$ cat config.mk
export PLATFORM = sky130hd
export DESIGN_NAME = adbg_biu_arbiter
export DESIGN_NICKNAME = d
export VERILOG_FILES = /design/src/rtl/adbg_biu_arbiter.sv
export SDC_FILE = /design/constraint.sdc
export NUM_CORES = 1
export LEC_CHECK = 0
export BUFFER_PORTS_ARGS = -buffer_cell sky130_fd_sc_hd__buf_2
export CORE_MARGIN = 4
export CORE_UTILIZATION = 54
export DETAILED_ROUTE_END_ITERATION = 12
export PLACE_DENSITY_LB_ADDON = 0.3
export RECOVER_POWER = 50
export SYNTH_ARGS = -nofsm -noshare
export SYNTH_HDL_FRONTEND = slang
export SYNTH_SLANG_ARGS = --single-unit
$ cat constraint.sdc
create_clock -name biu_clk -period 11.3 [get_ports biu_clk]
set_clock_uncertainty 0.05 [all_clocks]
set_input_delay 0 -clock biu_clk [delete_from_list [all_inputs] [get_ports biu_clk]]
set_output_delay 0 -clock biu_clk [all_outputs]
set_load 0.03 [all_outputs]
$ cat src/rtl/adbg_biu_arbiter.sv
// adbg_biu_arbiter: shares one debug BIU between NUM_REQ requesters, one pending access per requester, RR or fixed priority.
// Define ADBG_BIU_ARB_TIMEOUT_EN for a watchdog that completes a stalled access with an error and drains the late result.
module adbg_biu_arbiter #(
  parameter int NUM_REQ        = 2,
  parameter int ADDR_WIDTH     = 32,
  parameter int DATA_WIDTH     = 32,
  parameter int FIXED_PRIO     = 0,
  parameter int TIMEOUT_CYCLES = 1024
) (
  input  logic                           biu_clk,
  input  logic                           biu_rst,
  input  logic [NUM_REQ-1:0]             req_strb,
  input  logic [NUM_REQ-1:0]             req_rw,
  input  logic [NUM_REQ*ADDR_WIDTH-1:0]  req_addr,
  input  logic [NUM_REQ*DATA_WIDTH-1:0]  req_di,
  input  logic [NUM_REQ*4-1:0]           req_word_size,
  output logic [NUM_REQ*DATA_WIDTH-1:0]  req_do,
  output logic [NUM_REQ-1:0]             req_rdy,
  output logic [NUM_REQ-1:0]             req_err,
  output logic                           biu_strb,
  output logic                           biu_rw,
  output logic [ADDR_WIDTH-1:0]          biu_addr,
  output logic [DATA_WIDTH-1:0]          biu_di,
  output logic [3:0]                     biu_word_size,
  input  logic [DATA_WIDTH-1:0]          biu_do,
  input  logic                           biu_rdy,
  input  logic                           biu_err
);
  localparam int IDXW = (NUM_REQ > 1) ? $clog2(NUM_REQ) : 1;

`ifdef ADBG_BIU_ARB_TIMEOUT_EN
  typedef enum logic [1:0] {ST_IDLE, ST_ISSUE, ST_WAIT, ST_DRAIN} state_t;
  localparam int TMO_W = $clog2(TIMEOUT_CYCLES + 1);
  logic [TMO_W-1:0] tmo_cnt;
  logic             do_tmo;
`else
  typedef enum logic [1:0] {ST_IDLE, ST_ISSUE, ST_WAIT} state_t;
`endif

  state_t state_q, state_d;

  logic                  slot_rw   [NUM_REQ];
  logic [ADDR_WIDTH-1:0] slot_addr [NUM_REQ];
  logic [DATA_WIDTH-1:0] slot_di   [NUM_REQ];
  logic [3:0]            slot_ws   [NUM_REQ];
  logic [NUM_REQ-1:0]    pend;
  logic [IDXW-1:0]       last_grant, grant, win;
  logic                  win_vld, do_issue, do_done;

  // Search starts just after the last served requester so every pending slot is reached within NUM_REQ grants.
  always_comb begin : arb
    int cand;
    cand    = 0;
    win     = '0;
    win_vld = 1'b0;
    for (int k = 0; k < NUM_REQ; k++) begin
      if (FIXED_PRIO != 0) begin
        cand = k;
      end else begin
        cand = int'(last_grant) + 1 + k;
        if (cand >= NUM_REQ) cand = cand - NUM_REQ;
      end
      if (!win_vld && pend[IDXW'(cand)]) begin
        win     = IDXW'(cand);
        win_vld = 1'b1;
      end
    end
  end

  always_comb begin
    state_d  = state_q;
    do_issue = 1'b0;
    do_done  = 1'b0;
`ifdef ADBG_BIU_ARB_TIMEOUT_EN
    do_tmo   = 1'b0;
`endif
    case (state_q)
      ST_IDLE: begin
        // Waiting for biu_rdy also lets a transfer orphaned by reset drain before anything new is issued.
        if (win_vld && biu_rdy) begin
          do_issue = 1'b1;
          state_d  = ST_ISSUE;
        end
      end
      ST_ISSUE: state_d = ST_WAIT;
      ST_WAIT: begin
        if (biu_rdy) begin
          do_done = 1'b1;
          state_d = ST_IDLE;
        end
`ifdef ADBG_BIU_ARB_TIMEOUT_EN
        else if (tmo_cnt == TMO_W'(TIMEOUT_CYCLES - 1)) begin
          do_tmo  = 1'b1;
          state_d = ST_DRAIN;
        end
      end
      ST_DRAIN: begin
        if (biu_rdy) state_d = ST_IDLE;
`endif
      end
      default: state_d = ST_IDLE;
    endcase
  end

  always_ff @(posedge biu_clk) begin
    if (biu_rst) begin
      state_q       <= ST_IDLE;
      pend          <= '0;
      req_rdy       <= '1;
      req_do        <= '0;
      req_err       <= '0;
      biu_strb      <= 1'b0;
      biu_rw        <= 1'b0;
      biu_addr      <= '0;
      biu_di        <= '0;
      biu_word_size <= '0;
      grant         <= '0;
      last_grant    <= IDXW'(NUM_REQ - 1);
    end else begin
      state_q  <= state_d;
      biu_strb <= do_issue;
      for (int i = 0; i < NUM_REQ; i++) begin
        if (req_strb[i] && req_rdy[i]) begin
          slot_rw[i]   <= req_rw[i];
          slot_addr[i] <= req_addr[i*ADDR_WIDTH +: ADDR_WIDTH];
          slot_di[i]   <= req_di[i*DATA_WIDTH +: DATA_WIDTH];
          slot_ws[i]   <= req_word_size[i*4 +: 4];
          pend[i]      <= 1'b1;
          req_rdy[i]   <= 1'b0;
        end
      end
      if (do_issue) begin
        grant         <= win;
        biu_rw        <= slot_rw[win];
        biu_addr      <= slot_addr[win];
        biu_di        <= slot_di[win];
        biu_word_size <= slot_ws[win];
      end
      // The granted slot has req_rdy low, so completion never collides with an accept of the same slot.
      if (do_done) begin
        req_do[grant*DATA_WIDTH +: DATA_WIDTH] <= biu_do;
        req_err[grant] <= biu_err;
        pend[grant]    <= 1'b0;
        req_rdy[grant] <= 1'b1;
        last_grant     <= grant;
      end
`ifdef ADBG_BIU_ARB_TIMEOUT_EN
      if (do_tmo) begin
        req_do[grant*DATA_WIDTH +: DATA_WIDTH] <= '0;
        req_err[grant] <= 1'b1;
        pend[grant]    <= 1'b0;
        req_rdy[grant] <= 1'b1;
        last_grant     <= grant;
      end
`endif
    end
  end

`ifdef ADBG_BIU_ARB_TIMEOUT_EN
  always_ff @(posedge biu_clk) begin
    if (biu_rst || state_q != ST_WAIT) tmo_cnt <= '0;
    else                               tmo_cnt <= tmo_cnt + TMO_W'(1);
  end
`endif

endmodule

==> metrics.txt <==
outcome=finished, violations left; failing checks=capacitance limit, slew limit; worst-path cell with the longest stage delay=sky130_fd_sc_hd__buf_4; kind of launch point of the worst setup path=register; area of the die=20410 um^2; count of unique library cells instantiated by Yosys=23; global placement routability congestion=0.8313; Total Wirelength=30.65 mm; total grt overflow=0; ANT nets after route=0; number of slew-limit violations in the final report=35; number of standard-cell rows in the floorplan=49; flip-flop and latch count after synthesis=281; count of buffer and inverter cells on the critical path=1; average via count per standard cell=5.401; Gates resized, CTS repair=0; count of filler cells inserted in the layout=1047; setup repair after global routing missed its margin=false; crit path cell chain=and4bb_4 > buf_4 > nor2_1 > a211oi_1; crit path max fanout=108; worst hold margin=0.1211 ns; area of the multi-input gates=2535 um^2; most common flop cell mapped by yosys=sky130_fd_sc_hd__dfxtp_1; IR drop worst, VDD=0.1692 mV; highest-count cells in the layout ignoring fill and taps=sky130_fd_sc_hd__dlygate4sd3_1, sky130_fd_sc_hd__clkbuf_1, sky130_fd_sc_hd__buf_2, sky130_fd_sc_hd__dfxtp_1, sky130_fd_sc_hd__edfxtp_1; fin nets=1420; TritonCTS Sinks=281; data arrival time of the critical path=3.06 ns; wire length of the first global-routing pass=45.73 mm; Post-synth EDFFs=138; number of CTS-inserted buffers=28; share of cells above drive strength 1=0.1785; insertion delay of the later-clocked pin in the worst-skew pair=0.54 ns; Die Wd=142.9 um; clock network power share=0.410; Initial Utilization=0.5486; cell taking the most area after synthesis=sky130_fd_sc_hd__edfxtp_1; top cells by area, synth=sky130_fd_sc_hd__edfxtp_1, sky130_fd_sc_hd__dfxtp_1, sky130_fd_sc_hd__mux2i_1, sky130_fd_sc_hd__nand2_1, sky130_fd_sc_hd__a211oi_1; delay-heaviest family, CP=buffers and inverters; Floorplan Core Area=17900 um^2; cell area after synthesis=9822 um^2; Post-Syn Instances=767; detailed placement HPWL=15.04 mm; Post-Synthesis Mean Instance Area=12.81 um^2; routed vias=8113; post-synthesis net count=943; IO buf count=313; area taken by flip-flops and latches=7010 um^2; relative slew slack=-0.03012; Maximum Capacitance Violations=1; vias in the first global route=8424; worst flop-to-flop path endpoint=biu_addr[10]$_SDFFE_PP0P_; power per cell area=162.5 nW/um^2; count of synthesis-stage warnings from yosys=0; CP max stage delay=0.89 ns; Final min period=2.703 ns; total number of H-tree levels=1; total count of hold-check failures in the final report=0; setup_tns=0 ns; CTS tree=done; share of total power in sequential cells=0.496; IO Count=314; number of antenna violations at the first check in global routing=3; clock transition at the registers of the reported paths=0.07 ns; Starting DRT DRC Count=532; hold depth=2; fmax=0.3700 GHz; final worst path period share=0.2392; WS Path Type=register to register; number of detailed-routing iterations run before antenna repair=5; pin count of the biggest net entering global routing=109; Die Y-Extent=142.9 um; Sw Pwr=535.8 uW; leakage component of the power=0.005521 uW; overall routing resource usage=0.2874; fraction of the core area covered by cells at the end of the flow=0.7834; average wire length per cell after detail routing=20.41 um; Worst Reg-to-Reg Cells=4; destination of the worst hold path=slot_di[1][28]$_DFFE_PP_; share of flip-flops with an asynchronous set or reset after synthesis=0; hold_sp=req_di[60]; type of the most critical hold path=input port to register; slew at the pin closest to its max-slew limit=1.545 ns; sequential-to-total area share from yosys stat=0.7134; share of the synthesized area in the top cell type=0.4219; Finish-stage setup viols=0; register-to-register setup slack=8.60 ns; Layout Area Growth over Synthesis=42.79%; Comb power frac=0.094; clock root buffer master=sky130_fd_sc_hd__clkbuf_16; type of element capturing the critical path=register; data required time at the worst endpoint=11.66 ns; Internal=1743 uW; reg2reg start=state_q[0]$_SDFFE_PP0P_; final routed DRC violation total=0; worst-case clock buffer depth=3; most common library cell in the layout ignoring fill and taps=sky130_fd_sc_hd__dlygate4sd3_1; proportion of total power due to net switching=0.2351
==> cell families after synthesis <==
| group | count (synthesis) | share of synthesized area |
|---|---|---|
| DFF | 281 | 0.7134 |
| AOI/OAI and AO/OA | 140 | 0.09516 |
| buffers and inverters | 57 | 0.03197 |
| and+or+nand+nor | 219 | 0.08815 |
| muxes | 70 | 0.07134 |
==> Yosys cell counts, types with 2 or more instances <==
cell type / instances
sky130_fd_sc_hd__nand2_1: 135
sky130_fd_sc_hd__nor2_1: 75
sky130_fd_sc_hd__edfxtp_1: 138
sky130_fd_sc_hd__mux2i_1: 70
sky130_fd_sc_hd__inv_1: 2
sky130_fd_sc_hd__nor2b_1: 2
sky130_fd_sc_hd__dfxtp_1: 143
sky130_fd_sc_hd__a211oi_2: 11
sky130_fd_sc_hd__clkbuf_1: 18
sky130_fd_sc_hd__buf_1: 2
sky130_fd_sc_hd__a21oi_1: 68
sky130_fd_sc_hd__buf_6: 9
sky130_fd_sc_hd__a211oi_1: 59
sky130_fd_sc_hd__buf_2: 26
==> routing by layer <==
| layer | track usage | vias up | part of all wire |
|---|---|---|---|
| met5 | 0 | - | 0 |
| met4 | 0.1376 | 0 | 0.052 |
| met3 | 0.07703 | 112 | 0.091 |
| met2 | 0.5030 | 472 | 0.50 |
| met1 | 0.3269 | 3840 | 0.35 |
| li1 | - | 3689 | - |
==> power by group through the flow <==
stage | clock network (uW) | logic [uW] | registers (uW)
floorplan | 0 | 60.4 | 1180
CTS | 929 | 209 | 1130
global placement | 0 | 156 | 1150
detailed placement | 0 | 160 | 1150
finish | 935 | 214 | 1130
global route | 989 | 227 | 1130
==> layout make-up <==
type | count | share of cell area
diodes | 7 | 0.001249
clock buffers | 38 | 0.05701
clock inverters | 14 | 0.009367
inverters | 2 | 0.0005353
multi-input cells | 429 | 0.1807
flip-flops and latches | 281 | 0.4999
well taps | 229 | 0.02043
repair buffers | 502 | 0.2308
==> repair_timing <==
| action | 4_1_cts | 5_1_grt |
|---|---|---|
| hold buffers | 180 | 0 |
| hold endpoints to repair | 209 | 0 |
| buffers inserted | 0 | 0 |
==> worst max-delay path by stage <==
stage / from / endpoint / slack, ns / depth (start not counted)
2_1_floorplan: req_rdy[0]$_SDFF_PP1_ / slot_addr[0][0]$_DFFE_PP_ / 7.26 / 2
3_3_place_gp: biu_rst / slot_di[0][3]$_DFFE_PP_ / 8.90 / 4
3_5_place_dp: state_q[0]$_SDFFE_PP0P_ / biu_addr[9]$_SDFFE_PP0P_ / 8.80 / 4
4_1_cts: state_q[0]$_SDFFE_PP0P_ / biu_addr[8]$_SDFFE_PP0P_ / 8.79 / 4
5_1_grt: state_q[0]$_SDFFE_PP0P_ / biu_di[31]$_SDFFE_PP0P_ / 8.41 / 4
6_report: state_q[0]$_SDFFE_PP0P_ / biu_addr[10]$_SDFFE_PP0P_ / 8.60 / 4
==> per-stage QoR <==
stage | power (uW) | cell area, um^2 | worst slack [ns] | std cells
after floorplan | 1242 | 9822 | 7.256 | 767
after global placement | 1303 | 11480 | 8.900 | 1263
after detailed placement | 1308 | 11480 | 8.795 | 1263
after CTS | 2265 | 14210 | 8.789 | 1495
after global routing | 2349 | 14010 | 8.407 | 1498
final | 2279 | 14020 | 8.597 | 1502
==> state kept, by name, indices dropped and copies added (netlist names), 2 cells and up <==
register,count
req_rdy,2
biu_di,32
slot_ws,8
req_do,64
biu_addr,32
state_q,2
req_err,2
biu_word_size,4
slot_addr,64
slot_rw,2
slot_di,64
Note: power is estimated with default switching activity, not from simulation.
